<file path="src/rtl/axis_video_pattern_gen.sv">
// AXI4-Stream video test pattern source: raster ramp, one pixel per beat.
// Define AXIS_VIDEO_PATTERN_GEN_FRAME_CNT_EN to add a per-frame offset to tdata.
module axis_video_pattern_gen #(
    parameter int N      = 2,
    parameter int WIDTH  = 16,
    parameter int HEIGHT = 8,
    parameter int BLANK  = 4
) (
    input  logic           aclk,
    input  logic           aresetn,
    input  logic           enable,
    output logic           tvalid,
    input  logic           tready,
    output logic [8*N-1:0] tdata,
    output logic           tlast,
    output logic           tuser,
    output logic           frame_done,
    output logic           busy
);

    localparam int DW = 8 * N;
    localparam int XW = $clog2(WIDTH);
    localparam int YW = $clog2(HEIGHT);
    localparam int BW = (BLANK > 1) ? $clog2(BLANK) : 1;

    localparam logic [XW-1:0] XMAX = XW'(WIDTH - 1);
    localparam logic [YW-1:0] YMAX = YW'(HEIGHT - 1);
    localparam logic [BW-1:0] BMAX = BW'(BLANK - 1);

    typedef enum logic [1:0] {
        S_IDLE,
        S_RUN,
        S_BLANK
    } state_t;

    state_t        r_state;
    logic [XW-1:0] r_x;
    logic [YW-1:0] r_y;
    logic [BW-1:0] r_blank;
    logic [DW-1:0] r_idx;
    logic          r_tvalid;
    logic [DW-1:0] r_tdata;
    logic          r_tlast;
    logic          r_tuser;
    logic          r_eof;
    logic          r_busy;

    logic [XW-1:0] w_nx;
    logic [YW-1:0] w_ny;
    logic          w_x_end;
    logic          w_done;
    logic [DW-1:0] w_base;
    logic [DW-1:0] w_base_nx;

    assign w_x_end = (r_x == XMAX);
    assign w_nx    = w_x_end ? '0 : r_x + 1'b1;
    assign w_ny    = w_x_end ? r_y + 1'b1 : r_y;
    assign w_done  = r_tvalid & tready & r_eof;

`ifdef AXIS_VIDEO_PATTERN_GEN_FRAME_CNT_EN
    logic [DW-1:0] r_fcnt;

    always_ff @(posedge aclk or negedge aresetn) begin
        if (!aresetn) begin
            r_fcnt <= '0;
        end else if (w_done) begin
            r_fcnt <= r_fcnt + 1'b1;
        end
    end

    // w_base_nx is the offset of a frame that starts on the same edge
    // that retires the previous one (counter not yet visible).
    assign w_base    = r_fcnt;
    assign w_base_nx = r_fcnt + 1'b1;
`else
    assign w_base    = '0;
    assign w_base_nx = '0;
`endif

    always_ff @(posedge aclk or negedge aresetn) begin
        if (!aresetn) begin
            r_state  <= S_IDLE;
            r_x      <= '0;
            r_y      <= '0;
            r_blank  <= '0;
            r_idx    <= '0;
            r_tvalid <= 1'b0;
            r_tdata  <= '0;
            r_tlast  <= 1'b0;
            r_tuser  <= 1'b0;
            r_eof    <= 1'b0;
            r_busy   <= 1'b0;
        end else begin
            unique case (r_state)
                S_IDLE: begin
                    if (enable) begin
                        r_state  <= S_RUN;
                        r_busy   <= 1'b1;
                        r_x      <= '0;
                        r_y      <= '0;
                        r_idx    <= '0;
                        r_tvalid <= 1'b1;
                        r_tdata  <= w_base;
                        r_tlast  <= 1'b0;
                        r_tuser  <= 1'b1;
                        r_eof    <= 1'b0;
                    end
                end
                S_RUN: begin
                    if (tready) begin
                        if (r_eof) begin
                            r_x   <= '0;
                            r_y   <= '0;
                            r_idx <= '0;
                            r_eof <= 1'b0;
                            if (BLANK > 0) begin
                                r_state  <= S_BLANK;
                                r_blank  <= '0;
                                r_tvalid <= 1'b0;
                                r_tdata  <= '0;
                                r_tlast  <= 1'b0;
                                r_tuser  <= 1'b0;
                            end else if (enable) begin
                                r_tdata <= w_base_nx;
                                r_tlast <= 1'b0;
                                r_tuser <= 1'b1;
                            end else begin
                                r_state  <= S_IDLE;
                                r_busy   <= 1'b0;
                                r_tvalid <= 1'b0;
                                r_tdata  <= '0;
                                r_tlast  <= 1'b0;
                                r_tuser  <= 1'b0;
                            end
                        end else begin
                            r_x     <= w_nx;
                            r_y     <= w_ny;
                            r_idx   <= r_idx + 1'b1;
                            r_tdata <= w_base + r_idx + 1'b1;
                            r_tlast <= (w_nx == XMAX);
                            r_tuser <= 1'b0;
                            r_eof   <= (w_nx == XMAX) && (w_ny == YMAX);
                        end
                    end
                end
                S_BLANK: begin
                    if (r_blank == BMAX) begin
                        r_blank <= '0;
                        if (enable) begin
                            r_state  <= S_RUN;
                            r_tvalid <= 1'b1;
                            r_tdata  <= w_base;
                            r_tlast  <= 1'b0;
                            r_tuser  <= 1'b1;
                        end else begin
                            r_state <= S_IDLE;
                            r_busy  <= 1'b0;
                        end
                    end else begin
                        r_blank <= r_blank + 1'b1;
                    end
                end
                default: begin
                    r_state  <= S_IDLE;
                    r_busy   <= 1'b0;
                    r_tvalid <= 1'b0;
                end
            endcase
        end
    end

    assign tvalid     = r_tvalid;
    assign tdata      = r_tdata;
    assign tlast      = r_tlast;
    assign tuser      = r_tuser;
    assign frame_done = w_done;
    assign busy       = r_busy;

endmodule
</file>
<file path="config.mk">
export PLATFORM = sky130hd
export DESIGN_NAME = axis_video_pattern_gen
export DESIGN_NICKNAME = d
export VERILOG_FILES = /design/src/rtl/axis_video_pattern_gen.sv
export SDC_FILE = /design/constraint.sdc
export NUM_CORES = 1
export LEC_CHECK = 0
export CORE_ASPECT_RATIO = 2
export CORE_UTILIZATION = 60
export DETAILED_ROUTE_END_ITERATION = 7
export PLACE_DENSITY = 0.84
export SLEW_MARGIN = 20
export SYNTH_ARGS = -nofsm -noshare
export SYNTH_HDL_FRONTEND = slang
export SYNTH_SLANG_ARGS = --single-unit
</file>
<file path="constraint.sdc">
create_clock -name aclk -period 2.5 [get_ports aclk]
set_input_delay 0.5 -clock aclk [delete_from_list [all_inputs] [get_ports aclk]]
set_output_delay 0.5 -clock aclk [all_outputs]
set_load 0.05 [all_outputs]
</file>
# Yosys cells after proc, flatten, opt, wreduce, memory -nomap -nowiden
# Cells that the tools add are included.
# W data, S select, Z words.
# totals
in_bits	4
register_bits	48
wordCells	89
out_inout_bits	21
# op_classes
bitwise_logic	3
eq_ne	11
reduce_logical	11
add_sub_neg	4
mux	49
# ops
operator	count
$mux W16	5
$pmux W16 S3	1
$pmux W16 S2	1
$mux W1	18
$add A16 B1 Y16 const B	1
$mux W4	4
$mux W2	7
$mux W3	4
$pmux W1 S3	4
$reduce_and A3 Y1	4
$ne A2 B2 Y1 const B	5
$eq A4 B4 Y1 const B	2
$pmux W4 S2	1
$reduce_and A4 Y1	2
$pmux W2 S3	1
$pmux W3 S2	1
$add A4 B1 Y4 const B	1
$eq A2 B2 Y1 const B	2
$pmux W2 S2	1
$reduce_bool A2 Y1	2
$add A3 B1 Y3 const B	1
$eq A3 B3 Y1 const B	1
$reduce_bool A3 Y1	1
$add A2 B1 Y2 const B	1
6 further kinds	7

# Longest topological paths before layout
# Gate-level depths: netlist (run 1).
# logic_depth
ltp_word	7
depth_mapped	6
ltp_nobuf	5

# Worst setup path before layout (run 1)
# OpenSTA, ideal clock, no wires.
# synth_timing
kind	register -> output
start	register r_tvalid (netlist: tvalid)
end	output port frame_done
required_ps	2000
stages_incl_launch_ff	2
path_buffers	0
arrival_ps	1168
path_slack_ps	832
path_cell_list	dfrtp_1 and3_1
# synth_between
elab_chain_cells	2
# synth_lines
element	line	rtl
start, declared	41	logic r_tvalid;
start signal, assigned	87	r_tvalid <= 1'b0;
start signal, assigned	102	r_tvalid <= 1'b1;
start signal, assigned	119	r_tvalid <= 1'b0;
$and A1 B1 Y1 (2 in a row)	58	assign w_done = r_tvalid & tready & r_eof;
end, declared	17	output logic frame_done,
# No other way between the ends.

# Worst setup path in the final report (run 1)
# layout_timing
start	input port tready
end	output port frame_done
# layout_between
elab_chain_cells	2
# layout_lines
element	line	rtl
start, declared	13	input logic tready,
$and A1 B1 Y1 (2 in a row)	58	
# No other way between the ends.

==> results of run 1 <==
==> sequential cells by signal, indices dropped and copies added, names as in the netlist <==
name     count
r_state      2
tdata       16
tuser        1
r_idx       16
r_x          4
tvalid       1
busy         1
r_eof        1
r_y          3
tlast        1
r_blank      2
==> cell type report <==
| cell class | count | area [um^2] |
|---|---|---|
| clock buffers | 5 | 68.82 |
| clock inverters | 3 | 42.54 |
| fillers | 290 | 1060 |
| inverters | 4 | 15.01 |
| multi-input cells | 169 | 1117 |
| flip-flops and latches | 48 | 1201 |
| well taps | 51 | 63.81 |
| repair buffers | 28 | 275.3 |
==> per-stage QoR <==
| stage | hold WS (ns) | cell area [um^2] | worst slack (ns) | std cells | util |
|---|---|---|---|---|---|
| floorplan | 0.2044 | 2399 | 0.8323 | 234 | - |
| global route | 0.3400 | 2784 | 0.3663 | 308 | 0.7243 |
| finish | 0.2855 | 2784 | 0.4718 | 308 | 0.7243 |
| global placement | 0.4614 | 2673 | 0.3267 | 300 | 0.6953 |
| CTS | 0.3120 | 2784 | 0.4555 | 308 | 0.7243 |
| detailed placement | 0.4681 | 2673 | 0.2623 | 300 | 0.6953 |
==> layout by cell type, fill, tap and decap left out, types with 2 or more instances in the layout <==
cell	netlist	final
sky130_fd_sc_hd__a21o_1	16	16
sky130_fd_sc_hd__a21oi_1	10	10
sky130_fd_sc_hd__a22o_1	3	3
sky130_fd_sc_hd__a32o_1	2	2
sky130_fd_sc_hd__a41oi_1	2	2
sky130_fd_sc_hd__and3_1	2	2
sky130_fd_sc_hd__buf_4	2	4
sky130_fd_sc_hd__clkbuf_8	0	5
sky130_fd_sc_hd__clkdlybuf4s50_1	0	22
sky130_fd_sc_hd__dfrtp_1	48	48
sky130_fd_sc_hd__ha_1	5	5
sky130_fd_sc_hd__inv_1	4	4
sky130_fd_sc_hd__mux2i_1	3	3
sky130_fd_sc_hd__nand2_1	24	24
sky130_fd_sc_hd__nand2b_1	7	7
sky130_fd_sc_hd__nand3_1	8	8
sky130_fd_sc_hd__nand4_1	5	5
sky130_fd_sc_hd__nand4b_1	2	2
sky130_fd_sc_hd__nor2_1	4	4
sky130_fd_sc_hd__nor4_1	4	4
sky130_fd_sc_hd__o21ai_0	29	29
sky130_fd_sc_hd__o22ai_1	3	3
sky130_fd_sc_hd__o31ai_1	10	10
sky130_fd_sc_hd__or4_1	2	2
sky130_fd_sc_hd__xnor2_1	4	4
sky130_fd_sc_hd__xor2_1	5	5
==> synth_stat cells, types with 5 or more instances <==
master,n
sky130_fd_sc_hd__o31ai_1,10
sky130_fd_sc_hd__nand4_1,5
sky130_fd_sc_hd__nand2b_1,7
sky130_fd_sc_hd__o21ai_0,29
sky130_fd_sc_hd__ha_1,5
sky130_fd_sc_hd__dfrtp_1,48
sky130_fd_sc_hd__buf_2,7
sky130_fd_sc_hd__a21oi_1,10
sky130_fd_sc_hd__xor2_1,5
sky130_fd_sc_hd__a21o_1,16
sky130_fd_sc_hd__nand3_1,8
sky130_fd_sc_hd__nand2_1,24
==> cells by family (layout without fill, tap and decap cells) <==
family,Yosys count,in the layout,share of synthesized area
buffers and inverters,17,40,0.03338
XOR/XNOR,9,9,0.03286
AND/OR/NAND/NOR,69,69,0.1664
flip-flops,48,48,0.5008
multiplexers,4,4,0.01721
AO/OA/AOI/OAI,82,82,0.2233
adder cells (fa/ha/maj),5,5,0.02608
==> critical path, cell delays in order <==
cell	delay, ns
sky130_fd_sc_hd__clkdlybuf4s50_1	0.62
sky130_fd_sc_hd__and3_1	0.26
sky130_fd_sc_hd__buf_12	0.15
==> how the worst max path moves through the flow <==
stage / startpoint / end / slack, ns
2_1_floorplan: tvalid$_DFFE_PN0P_ / frame_done / 0.83
3_3_place_gp: enable / tdata[1]$_DFFE_PN0P_ / 0.33
3_5_place_dp: enable / r_idx[6]$_DFFE_PN0P_ / 0.26
4_1_cts: tready / frame_done / 0.46
5_1_grt: r_blank[0]$_DFFE_PN0P_ / tdata[3]$_DFFE_PN0P_ / 0.37
6_report: tready / frame_done / 0.47
==> per-layer routing <==
metal,global-route usage,vias to the layer above,part of all wire
met5,0,-,0
met4,0.07857,0,0.0083
met3,0.03777,2,0.030
met2,0.4097,36,0.55
met1,0.3195,904,0.41
li1,-,912,-
==> report_power, final <==
| part | switching, uW | internal [uW] |
|---|---|---|
| clock | 259 | 296 |
| sequential | 100 | 847 |
| combinational | 229 | 140 |
| total | 589 | 1280 |
==> results.cfg, run 1 <==
[outcome]
outcome = complete, no violations

[logic_synthesis]
synth-seq-area-share = 0.5008
ys.flop_type = sky130_fd_sc_hd__dfrtp_1
ys_top_cells_by_area = sky130_fd_sc_hd__dfrtp_1, sky130_fd_sc_hd__o21ai_0, sky130_fd_sc_hd__a21o_1
async_reset_ff_frac = 1.000
mappedNetlistArea_mm2 = 0.002399
synth_enable_flop_cells = 0
yosysTopAreaCellShare = 0.5008
synth_cell_type_count = 45
synthesis.nets = 243
synth_area_leader_cell = sky130_fd_sc_hd__dfrtp_1
synth_area_per_cell_um2 = 10.25
synthesis.instances = 234
synth_seq_cells = 48
synthesis.yosys.warnings = 0

[floorplan]
start_util = 0.6240
die-height_um = 91.42
die_area_mm2 = 0.004270
ios = 25
std_cell_rows = 32
die_width_um = 46.71
floorplan.core_area_mm2 = 0.003844

[sta]
setup_viol_count_final = 0
relative_slew_slack = 0.4344
timing.clock.skew_ns = 0.007009
tns_ns = 0
final.period_utilization = 0.8113
rsz0062_at_grt = no
timing.final.crit_period_ns = 2.028
timing_hold_violations_final = 0
tightest_slew_ns = 0.8483
final-max-slew-violation-count = 0
max_freq_mhz = 493.0

[detailed_routing]
drtPass1Iterations = 4
detail_route.vias_per_cell = 6.019
remaining_drc_errors = 0
detail_route.iter0.violations = 86
vias = 1854
wire_per_inst_um = 15.22
detail_route.wirelength_um = 4689
detail-route-antenna-nets = 0

[power]
p_per_area_mw_per_mm2 = 672.5
static-leakage-power_uw = 0.001282
power_uw = 1872
vdd.ir_drop.worst_mv = 0.5502

[layout]
nNetsFinal = 265
antenna_cells_inserted = 0
area_growth_syn_to_layout_pct = 16.07
post_route_cells_drive_above_1_share = 0.08560

[global_route]
global_route.usage.total = 0.2480
grt_pass1_vias = 1736
grt_start_max_net_pins = 49
globalRouteOverflowTotal = 0
antenna_found_initial = 0
grt_pass1_wl_um = 7866

[clock_network]
worstSkewPairLatency_ns = 0.29
cts_tree = built
number_of_buffers_inserted_to_repair_setup_after_cts = 0
tritoncts_num_sinks = 48
clock_tree.buffer_depth = 2
clkSlewWorstSetupHoldPaths_ns = 0.09
tritoncts.num_buffers = 5
cts_hold_buf = 0
cts_repair_resize_count = 0
cts-root-buf = sky130_fd_sc_hd__clkbuf_8
cts_max_level = 2

[worst_setup_path]
worstSetupPathType = in2out
setup.reg_to_reg.worst_slack_ns = 0.57
rr_endpoint = r_idx[10]$_DFFE_PN0P_
critical_path_required_ns = 2.00
rr_worst_depth = 5
critical_path_peak_fanout = 8
timing.critical_path.to_type = primary output
cp_data_arrival_time_ns = 1.53
regToRegStartpoint = r_idx[0]$_DFFE_PN0P_
setup.worst_path.start_class = input pin

[worst_hold_path]
min-delay-path-class = in2async

[placed_design]
dpl.hpwl_um = 3137
port_bufs = 24
globalplace.congestion = 0.8122

[run]
max_cap_viol_count = 0
Note: power is estimated with default switching activity, not from simulation.
==> run 2: changes to the inputs <==
--- a/config.mk
+++ b/config.mk
@@ -6,9 +6,9 @@
 export NUM_CORES = 1
 export LEC_CHECK = 0
 export CORE_ASPECT_RATIO = 2
-export CORE_UTILIZATION = 60
+export CORE_UTILIZATION = 56
 export DETAILED_ROUTE_END_ITERATION = 7
-export PLACE_DENSITY = 0.84
+export PLACE_DENSITY = 0.79
 export SLEW_MARGIN = 20
 export SYNTH_ARGS = -nofsm -noshare
 export SYNTH_HDL_FRONTEND = slang
==> constraint.sdc (replaced) <==
create_clock -name aclk -period 2 [get_ports aclk]
set_input_delay 0.4 -clock aclk [delete_from_list [all_inputs] [get_ports aclk]]
set_output_delay 0.4 -clock aclk [all_outputs]
set_load 0.05 [all_outputs]
==> run 2 against run 1 <==
Setup slack lost 0.42 ns; core utilization shrank 0.41 points; non-clock buffer count up 10; critical path depth grew 1; sequential power up 25%; first-iteration DRC count fell by 43%; via count grew 4.8%; wire length up 7.7%; sequential cell count unchanged; combinational power is 39% higher; sequential share of layout area fell by 2.3 points; register-to-register slack worse by 0.39 ns; critical endpoint unchanged.
==> results.cfg, run 2 (synthesis gave the netlist of run 1 again) <==
[detailed_routing]
detail_route.iter0.violations = 49
detail_route.vias_per_cell = 6.091
wire_per_inst_um = 15.83
vias = 1943
drtPass1Iterations = 4
detail-route-antenna-nets = 0
detail_route.wirelength_um = 5050
remaining_drc_errors = 0

[clock_network]
cts-root-buf = sky130_fd_sc_hd__clkbuf_8
tritoncts.num_buffers = 5
cts_hold_buf = 0
number_of_buffers_inserted_to_repair_setup_after_cts = 0
tritoncts_num_sinks = 48
cts_repair_resize_count = 0
cts_max_level = 2
worstSkewPairLatency_ns = 0.30
clock_tree.buffer_depth = 2
clkSlewWorstSetupHoldPaths_ns = 0.09
cts_tree = built

[layout]
finish.utilization = 0.7202
area_growth_syn_to_layout_pct = 22.74
layout.cell_area.non_filler_mm2 = 0.002944
filler_cell_count = 293
antenna_cells_inserted = 0
nNetsFinal = 275
commonest_non_fill_non_tap_cells_in_the_layout = sky130_fd_sc_hd__dfrtp_1, sky130_fd_sc_hd__o21ai_0, sky130_fd_sc_hd__nand2_1
layout_commonest_cell = sky130_fd_sc_hd__dfrtp_1
post_route_cells_drive_above_1_share = 0.1199
layout.cells.non_filler = 319

[power]
power_uw = 2646
vdd.ir_drop.worst_mv = 1.214
power.clock.fraction = 0.358
switching_share = 0.2864
static-leakage-power_uw = 0.001367
combPwrFrac = 0.195
power.net_switching_uw = 757.8
power_frac_seq = 0.447
internal_power_uw = 1889
p_per_area_mw_per_mm2 = 898.9

[sta]
max_freq_mhz = 513.6
relative_slew_slack = 0.6020
timing.final.crit_period_ns = 1.947
final.period_utilization = 0.9735
setup_viol_count_final = 0
final-max-slew-violation-count = 0
final_critical_path_setup_slack_ns = 0.05307
timing_hold_violations_final = 0
rsz0062_at_grt = no
tightest_slew_ns = 0.5969
timing.clock.skew_ns = 0.01182

[placed_design]
dpl.cell_count = 311
dpl_cell_area_mm2 = 0.002774
dpl.hpwl_um = 3434
globalplace.congestion = 0.8086
dp_slack_ns = -0.1006
port_bufs = 24

[worst_hold_path]
min-delay-path-class = in2async

[worst_setup_path]
rr_worst_depth = 5
rr_endpoint = r_idx[14]$_DFFE_PN0P_
setup.reg_to_reg.worst_slack_ns = 0.18
cp_data_arrival_time_ns = 1.55
timing.critical_path.to_type = primary output
critical_path_peak_fanout = 7
critical_path_required_ns = 1.60
setup.worst_path.start_class = input pin
worstSetupPathType = in2out
regToRegStartpoint = r_idx[1]$_DFFE_PN0P_

[floorplan]
die-height_um = 94.56
die_width_um = 48.28
start_util = 0.5868
die_area_mm2 = 0.004565
ios = 25
floorplan.core_area_mm2 = 0.004088
std_cell_rows = 33

[global_route]
grt_pass1_wl_um = 8211
antenna_found_initial = 0
grt_start_max_net_pins = 30
grt_pass1_vias = 1874
global_route.usage.total = 0.2506
globalRouteOverflowTotal = 0

[run]
max_cap_viol_count = 0

[outcome]
outcome = complete, no violations
==> run 2: changes by cell type in the layout (fill, tap and decap cells not counted), sizes merged <==
| cell | delta |
|---|---|
| buf | +10 |
| bufinv | +2 |
| clkinv | -1 |
| clkinvlp | -1 |
==> run 2: worst max-delay path by stage <==
stage	startpoint	endpoint	slack, ns	depth (start not counted)
6_report	tready	frame_done	0.05	4
5_1_grt	tready	frame_done	0.02	4
4_1_cts	tvalid$_DFFE_PN0P_	tvalid	0.08	1
3_5_place_dp	enable	tdata[1]$_DFFE_PN0P_	-0.10	4
3_3_place_gp	enable	tdata[1]$_DFFE_PN0P_	-0.06	4
2_1_floorplan	r_idx[0]$_DFFE_PN0P_	tdata[12]$_DFFE_PN0P_	0.40	5
==> run 2: critical path, stage by stage <==
cell and delay (ns):
sky130_fd_sc_hd__clkdlybuf4s50_1 0.64, sky130_fd_sc_hd__buf_4 0.17, sky130_fd_sc_hd__and3_1 0.19, sky130_fd_sc_hd__buf_12 0.14
==> run 2: cell type report <==
type	instances	area, um^2	share of cell area
flip-flops and latches	48	1201	0.4080
multi-input cells	169	1129	0.3833
clock buffers	5	68.82	0.02337
inverters	4	15.01	0.005100
clock inverters	3	90.09	0.03060
well taps	52	65.06	0.02210
repair buffers	38	375.4	0.1275
==> run 2: routing by layer <==
layer / wire [um] / vias to the layer above / global-route usage
met4: 118 / 0 / 0.09954
met2: 2852 / 50 / 0.4356
li1: - / 934 / -
met3: 146 / 11 / 0.04015
met5: 0 / - / 0
met1: 1932 / 948 / 0.2841
==> run 2: power by group through the flow <==
stage / clock, uW / combinational, uW / sequential, uW
floorplan: 0 / 244 / 1270
global placement: 0 / 499 / 1190
detailed placement: 0 / 516 / 1200
CTS: 961 / 519 / 1180
global route: 1000 / 569 / 1200
finish: 948 / 516 / 1180
==> run 2: through the flow <==
stage                     hold WS, ns  TNS (ns)
after floorplan                0.1044         0
after global placement         0.3814   -0.8493
after detailed placement       0.3847    -1.486
after CTS                     0.05121         0
after global routing          0.07333         0
final                         0.04425         0
